`src/rtl/ip_seq.sv`:
```
// Instruction pointer sequencer with a hardware return stack.
// Computes the next fetch address from skip/call/return/branch strobes,
// keeps a LIFO of return addresses and sticky over/underflow flags.
module ip_seq #(
    parameter int IADDR_WIDTH  = 10,
    parameter int RS_DEPTH     = 16,
    parameter int RESET_VECTOR = 0
) (
    input  logic                       clk,
    input  logic                       rst_n,
    input  logic                       stall,
    input  logic [IADDR_WIDTH-1:0]     TOS,
    input  logic                       TOS_is_zero,
    input  logic [IADDR_WIDTH-1:0]     ip_imm,
    input  logic                       ip_imm_sel,
    input  logic                       ip_call,
    input  logic                       ip_ret,
    input  logic                       ip_tos_sel,
    input  logic                       ip_skip,
    input  logic                       clr_err,
    output logic [IADDR_WIDTH-1:0]     IP,
    output logic [IADDR_WIDTH-1:0]     ip_next,
    output logic [IADDR_WIDTH-1:0]     ip_inc,
    output logic [IADDR_WIDTH-1:0]     rs_top,
    output logic [$clog2(RS_DEPTH):0]  rs_count,
    output logic                       rs_overflow,
    output logic                       rs_underflow
);

    localparam int PW = $clog2(RS_DEPTH);
    localparam int CW = PW + 1;
    localparam logic [CW-1:0]          FULL = CW'(RS_DEPTH);
    localparam logic [IADDR_WIDTH-1:0] RV   = IADDR_WIDTH'(RESET_VECTOR);

    logic [IADDR_WIDTH-1:0] ip_q, ip_d;
    logic [IADDR_WIDTH-1:0] rs_top_q, rs_top_d;
    logic [CW-1:0]          rs_count_q, rs_count_d;
    logic                   ovf_q, ovf_d;
    logic                   unf_q, unf_d;
    logic [IADDR_WIDTH-1:0] mem_q [RS_DEPTH];

    logic          push_req, pop_req, unf_evt, ovf_evt, do_push;
    logic [PW-1:0] wr_idx, below_idx;

    assign ip_inc       = ip_q + IADDR_WIDTH'(1);
    assign IP           = ip_q;
    assign rs_top       = rs_top_q;
    assign rs_count     = rs_count_q;
    assign rs_overflow  = ovf_q;
    assign rs_underflow = unf_q;

    // Priority selection of the next IP and the requested stack operation
    always_comb begin
        ip_next  = ip_inc;
        push_req = 1'b0;
        pop_req  = 1'b0;
        unf_evt  = 1'b0;
        if (ip_skip && !TOS_is_zero) begin
            ip_next = ip_inc;
        end else if (ip_call) begin
            ip_next  = ip_tos_sel ? TOS : ip_imm;
            push_req = 1'b1;
        end else if (ip_ret) begin
            if (rs_count_q == '0) begin
                unf_evt = 1'b1;
            end else begin
                ip_next = ip_tos_sel ? TOS : rs_top_q;
                pop_req = 1'b1;
            end
        end else if (ip_imm_sel) begin
            ip_next = ip_tos_sel ? TOS : ip_imm;
        end
    end

    // Next-state for IP, stack pointer, cached top and sticky flags
    always_comb begin
        ovf_evt    = push_req && (rs_count_q == FULL);
        do_push    = push_req && !ovf_evt;
        wr_idx     = rs_count_q[PW-1:0];
        below_idx  = PW'(rs_count_q - CW'(2));
        ip_d       = ip_q;
        rs_count_d = rs_count_q;
        rs_top_d   = rs_top_q;
        ovf_d      = ovf_q & ~clr_err;
        unf_d      = unf_q & ~clr_err;
        if (!stall) begin
            ip_d = ip_next;
            if (do_push) begin
                rs_count_d = rs_count_q + CW'(1);
                rs_top_d   = ip_inc;
            end else if (pop_req) begin
                rs_count_d = rs_count_q - CW'(1);
                // the new top is the entry below the popped one, or 0 when emptied
                rs_top_d   = (rs_count_q > CW'(1)) ? mem_q[below_idx] : '0;
            end
            ovf_d = ovf_d | ovf_evt;
            unf_d = unf_d | unf_evt;
        end
    end

    // State registers with synchronous active-low reset
    always_ff @(posedge clk) begin
        if (!rst_n) begin
            ip_q       <= RV;
            rs_top_q   <= '0;
            rs_count_q <= '0;
            ovf_q      <= 1'b0;
            unf_q      <= 1'b0;
        end else begin
            ip_q       <= ip_d;
            rs_top_q   <= rs_top_d;
            rs_count_q <= rs_count_d;
            ovf_q      <= ovf_d;
            unf_q      <= unf_d;
        end
    end

    // Return-stack storage; not cleared by reset
    always_ff @(posedge clk) begin
        if (rst_n && !stall && do_push) begin
            mem_q[wr_idx] <= ip_inc;
        end
    end

endmodule

```
`config.mk`:
```
export PLATFORM = sky130hd
export DESIGN_NAME = ip_seq
export DESIGN_NICKNAME = d
export VERILOG_FILES = /design/src/rtl/ip_seq.sv
export SDC_FILE = /design/constraint.sdc
export NUM_CORES = 1
export LEC_CHECK = 0
export CORE_ASPECT_RATIO = 1.25
export CORE_MARGIN = 5
export CORE_UTILIZATION = 33
export DETAILED_ROUTE_END_ITERATION = 8
export GPL_ROUTABILITY_DRIVEN = 1
export PLACE_DENSITY_LB_ADDON = 0.12
export SLEW_MARGIN = 15
export SYNTH_ARGS = -nofsm -noshare
export SYNTH_HDL_FRONTEND = slang
export SYNTH_SLANG_ARGS = --single-unit
```
`constraint.sdc`:
```
create_clock -name clk -period 4.16 [get_ports clk]
set_clock_uncertainty 0.15 [all_clocks]
set_input_delay 1.248 -clock clk [delete_from_list [all_inputs] [get_ports clk]]
set_output_delay 1.248 -clock clk [all_outputs]
set_load 0.03 [all_outputs]
```
After elaboration in Yosys (flattened, before gate mapping)
Memories as Yosys holds them, arrays and structs flattened.
Cells that the tools add are included.
Storage, ports and cells
  logic and storage cells: 55
  input port bits: 30
  memory bits (writable): 160
  memories: 1
  flip-flop bits (word level): 27
  output and inout bits: 47
Operators by class
  order comparisons: 1
  mux-type cells: 26
  bitwise gates (word level): 6
  reduce and logical (&&, ||, !) cells: 11
  $add $sub $neg: 4
  equality and inequality tests: 1
Memory list
  mem_q: depth 16, width 10, rd ports 1, clocked after memory_dff 0, write ports 1, line 40  | logic [IADDR_WIDTH-1:0] mem_q [RS_DEPTH];
Operator list (count)
  two-way mux 10 bit: 10
  two-way mux 1 bit: 14
  adder 10 x 1 -> 10 bit, second input constant: 1
  two-way mux 5 bit: 2
  adder 5 x 1 -> 5 bit, second input constant: 1
  == test 5 bit, second input constant: 1
  > comparator 5 x 1 -> 1 bit, second input constant: 1
  logical AND 1 bit: 5
  logical NOT 5 bit: 1
  subtractor 5 x 1 -> 5 bit, second input constant: 1
  subtractor 4 x 2 -> 4 bit, second input constant: 1
  logical NOT 1 bit: 3
  AND 1 bit: 2
  NOT 1 bit: 2
  bitwise OR 1 bit: 2
  AND reduction 2 bit: 1
  nonzero test 2 bit: 1

Longest topological paths before layout
Gate-level depths: netlist of the first run.
  depth after elaboration: 9
  mapped depth: 10
  depth with buffers taken out: 7

Worst setup path after synthesis of the first run
No wires, ideal clock.
  path kind: register to output
  start point: register rs_count_q[1] (netlist: rs_count[1])
  end point: output ip_next[3]
  data arrival time: 2.588 ns
  slack: 0.174 ns
  path buffers: 3
  stages on the path, launching flop included: 11
  data required time: 2.762 ns
  path through: dfxtp_1 -> buf_2 -> clkbuf_1 -> inv_1 -> ha_1 -> or4b_1 -> nand2_1 -> buf_2 -> a21bo_2 -> a211o_1 -> nand2_1
On the way
  word-level cells in the longest chain between the ends: 5
RTL lines
  start: declaration: line 37  | logic [CW-1:0] rs_count_q, rs_count_d;
  start signal: assignment: line 112  | rs_count_q <= rs_count_d;
  logical NOT 5 bit: line 64  | if (rs_count_q == '0) begin
  two-way mux 10 bit: line 64
  two-way mux 10 bit: line 63  | end else if (ip_ret) begin
  two-way mux 10 bit: line 60  | end else if (ip_call) begin
  two-way mux 10 bit: line 58  | if (ip_skip && !TOS_is_zero) begin
  end: declaration: line 22  | output logic [IADDR_WIDTH-1:0] ip_next,
Every way passes these cells.

Worst setup path in the final report of the first run
  start point: input ip_imm_sel
  end point: output ip_next[3]
On the way
  word-level cells in the longest chain between the ends: 4
RTL lines
  start: declaration: line 15  | input logic ip_imm_sel,
  two-way mux 10 bit: line 70  | end else if (ip_imm_sel) begin
  two-way mux 10 bit: line 63
  two-way mux 10 bit: line 60
  two-way mux 10 bit: line 58
Every way passes these cells.

==> flow_summary.toml, run 1 <==
[cts]
hold_buffers = 0
cts_buffers = 17
cts_buffer_depth = 2
cts_tree = "done"
cts_root_buf = "clkbuf_16"
clock_latency_ns = 0.43
clkSlewWorstSetupHoldPaths_ns = 0.07
cts.sinks = 187
htree_num_levels = 4

[placement]
dp_hpwl_um = 15100
io_buffers = 76
gp_congestion = 0.818
placed_area_um2 = 9560

[final_layout]
final_nets = 633
insertedDiodeCount = 0
drive_above_1_share = 0.255
final_area_um2 = 10200
area.growth.synth_to_final_pct = 25.6
fillers = 2245
multi_input_area_um2 = 2620
ff_latch_area_um2 = 5350

[synth]
syn_avg_cell_area_um2 = 17.1
synth_top_family_by_area = "multiplexers"
yosysWarnings = 0
ys_types = 61
synth_area_leaders = "edfxtp_1, mux4_2, dfxtp_1"
synthMuxAreaShare = 0.153
yosys.area.top_type_share = 0.593
synthAdderAreaFrac = 0.0123
yosysTopAreaCell = "edfxtp_1"
synth-simple-area-share = 0.0502
syn_nets = 513
synthXorXnorAreaFrac = 0.0130
async_reset_ff_frac = 0
synthCells = 475
synth-seq-cells = 187
synth-seq-area-share = 0.659
synth_edf_count = 160
synth_compound_area_frac = 0.0870
synth-main-ff-cell = "edfxtp_1"
netlist_area_um2 = 8110

[sta]
max_freq_mhz = 242
final.setup.tns_ns = 0
whs_ns = 0.348
rsz0062_at_grt = "no"
tightest_slew_ns = 0.900
finalCritPeriodShare = 0.992
maxSlewViolCount = 0
min_period_ns = 4.13
setup_viol = 0
maxSlewHeadroom = 0.400
hold_viol_final = 0

[setup_path]
criticalPathCategory = "in -> out"
cp_max_fo = 2
crit_arrival_ns = 2.73
worstSetupEndpointType = "output pin"
worstPathRequired_ns = 2.76
worstSetupStartpointType = "input port"

[route]
wl_per_cell_um = 23.8
drt_pass1_iterations = 4
drt_iter0_drc = 318
vias = 4905
wirelength_um = 22300
viasPerCell = 5.23
drc = 0
antenna_left = 0

[floorplan]
num_io_pins = 77
dieArea_um2 = 27800
start_util = 0.333
rows = 64
core_um2 = 24300
die_y_um = 185
die_w_um = 150

[power]
p_comb_frac = 0.170
clockPowerShare = 0.357
power_frac_seq = 0.473
pwr_density_cell_nw_per_um2 = 437
internal_power_w = 0.00326
power.share.switching = 0.269
power.leakage_nw = 3.55
ir_worst_vdd_v = 0.000226
p_sw_w = 0.00120

[global_route]
grt_overflow = 0
grt_util_met1 = 0.200
antenna_found_initial = 0
grt_use_met2 = 0.297
grt_max_degree = 49
gr-usage-all-layers = 0.165
top_usage_layer = "met2"
grt_pass1_vias = 5124
use_met3 = 0.0343
grt_pass1_wl_um = 33400

[job]
drv_cap = 0

[run_status]
status = "complete, no violations"

[min_path]
hp-class = "reg -> reg"
==> through the flow <==
| step | utilization | setup slack (ns) | total power (W) | std cells |
|---|---|---|---|---|
| after CTS | 0.417 | -0.00467 | 0.00451 | 936 |
| after global routing | 0.418 | 0.00352 | 0.00464 | 937 |
| after floorplan | - | 0.174 | 0.00262 | 475 |
| after global placement | 0.393 | -0.115 | 0.00290 | 904 |
| after detailed placement | 0.393 | -0.224 | 0.00291 | 904 |
| final | 0.418 | 0.0345 | 0.00445 | 937 |
==> sequential cells by signal (all words and copies together), names as in the netlist <==
signal,count
mem_q,160
IP,10
rs_top,10
rs_count,5
rs_overflow,1
rs_underflow,1
==> cell usage after synthesis, drive strengths merged (10+ instances only) <==
library cell,number
clkbuf,15
dfxtp,27
and3,10
nand2,11
a22o,13
nor2,16
edfxtp,160
mux2i,13
inv,12
o21ai,15
buf,12
nor3,10
mux4,47
==> worst max-delay path, cell delays in order <==
cell,delay (ns)
clkdlybuf4s50_1,0.41
nor2b_4,0.14
or2_4,0.23
a221oi_1,0.32
a211o_1,0.16
nand2_1,0.06
buf_4,0.16
==> path summary, 6_finish.rpt <==
path                     from           to  slack (ns)  cells past startpoint
setup / recovery   ip_imm_sel   ip_next[3]        0.03                      7
hold / removal    rs_overflow  rs_overflow        0.35                      2
setup reg to reg  rs_count[0]    rs_top[1]        1.36                      4
hold reg to reg   rs_overflow  rs_overflow        0.35                      2
==> metal layers <==
metal | up-vias | part of all wire
li1 | 2197 | -
met1 | 2539 | 0.41
met2 | 143 | 0.53
met3 | 26 | 0.047
met4 | 0 | 0.018
met5 | - | 0
==> logic make-up (layout without fill, tap and decap cells) <==
logic type / Yosys count / count (layout)
AO/OA/AOI/OAI: 91 / 91
buffers and inverters: 41 / 173
AND/OR/NAND/NOR: 75 / 75
multiplexers: 61 / 61
flip-flops: 187 / 187
adder cells (fa/ha/maj): 8 / 8
XOR/XNOR: 12 / 12
==> cell usage in the layout, fill, tap and decap left out, drive strengths merged, types with 4 or more instances in the layout <==
cell           synthesis  routed
edfxtp               160     160
buf                   12      67
clkdlybuf4s50          0      58
mux4                  47      47
dfxtp                 27      27
inv                   12      19
clkbuf                15      17
nor2                  16      16
o21ai                 15      15
mux2i                 13      13
a22o                  13      13
nand2                 11      11
and3                  10      10
nor3                  10      10
a22oi                  9       9
o22ai                  9       9
xnor2                  8       8
o21ba                  8       8
ha                     8       8
clkinv                 2       6
nand3                  5       5
a21oi                  5       5
nand2b                 4       4
xor2                   4       4
a221o                  4       4
nor2b                  4       4
==> power by group through the flow <==
stage | sequential, W | combinational (W) | clock, W
6_report | 0.00210 | 0.000757 | 0.00159
5_1_grt | 0.00211 | 0.000812 | 0.00172
4_1_cts | 0.00210 | 0.000765 | 0.00164
3_5_place_dp | 0.00215 | 0.000762 | 0
3_3_place_gp | 0.00214 | 0.000752 | 0
2_1_floorplan | 0.00218 | 0.000438 | 0
==> layout make-up <==
| type | instances | area share |
|---|---|---|
| clock buffer | 17 | 0.0418 |
| clock inverter | 14 | 0.0150 |
| inverter | 14 | 0.00516 |
| multi-input combinational | 247 | 0.257 |
| sequential | 187 | 0.525 |
| tap | 330 | 0.0405 |
| timing repair buffer | 128 | 0.116 |
==> timing repair <==
item                                    CTS  global route
pin swaps                                 2             2
endpoints found under the setup margin   10            10
gates cloned                              0             1
resized for setup                         8             5
buffers inserted                          1             0
(Power assumes the default switching activity.)
==> run 2, diff against run 1 <==
--- a/config.mk
+++ b/config.mk
@@ -10,6 +10,7 @@
 export CORE_UTILIZATION = 33
 export DETAILED_ROUTE_END_ITERATION = 8
 export GPL_ROUTABILITY_DRIVEN = 1
+export HOLD_SLACK_MARGIN = 0.06
 export PLACE_DENSITY_LB_ADDON = 0.12
 export SLEW_MARGIN = 15
 export SYNTH_ARGS = -nofsm -noshare
==> results of run 2 <==
Same layout as run 1: the final DEF is identical, and so are final timing and power.
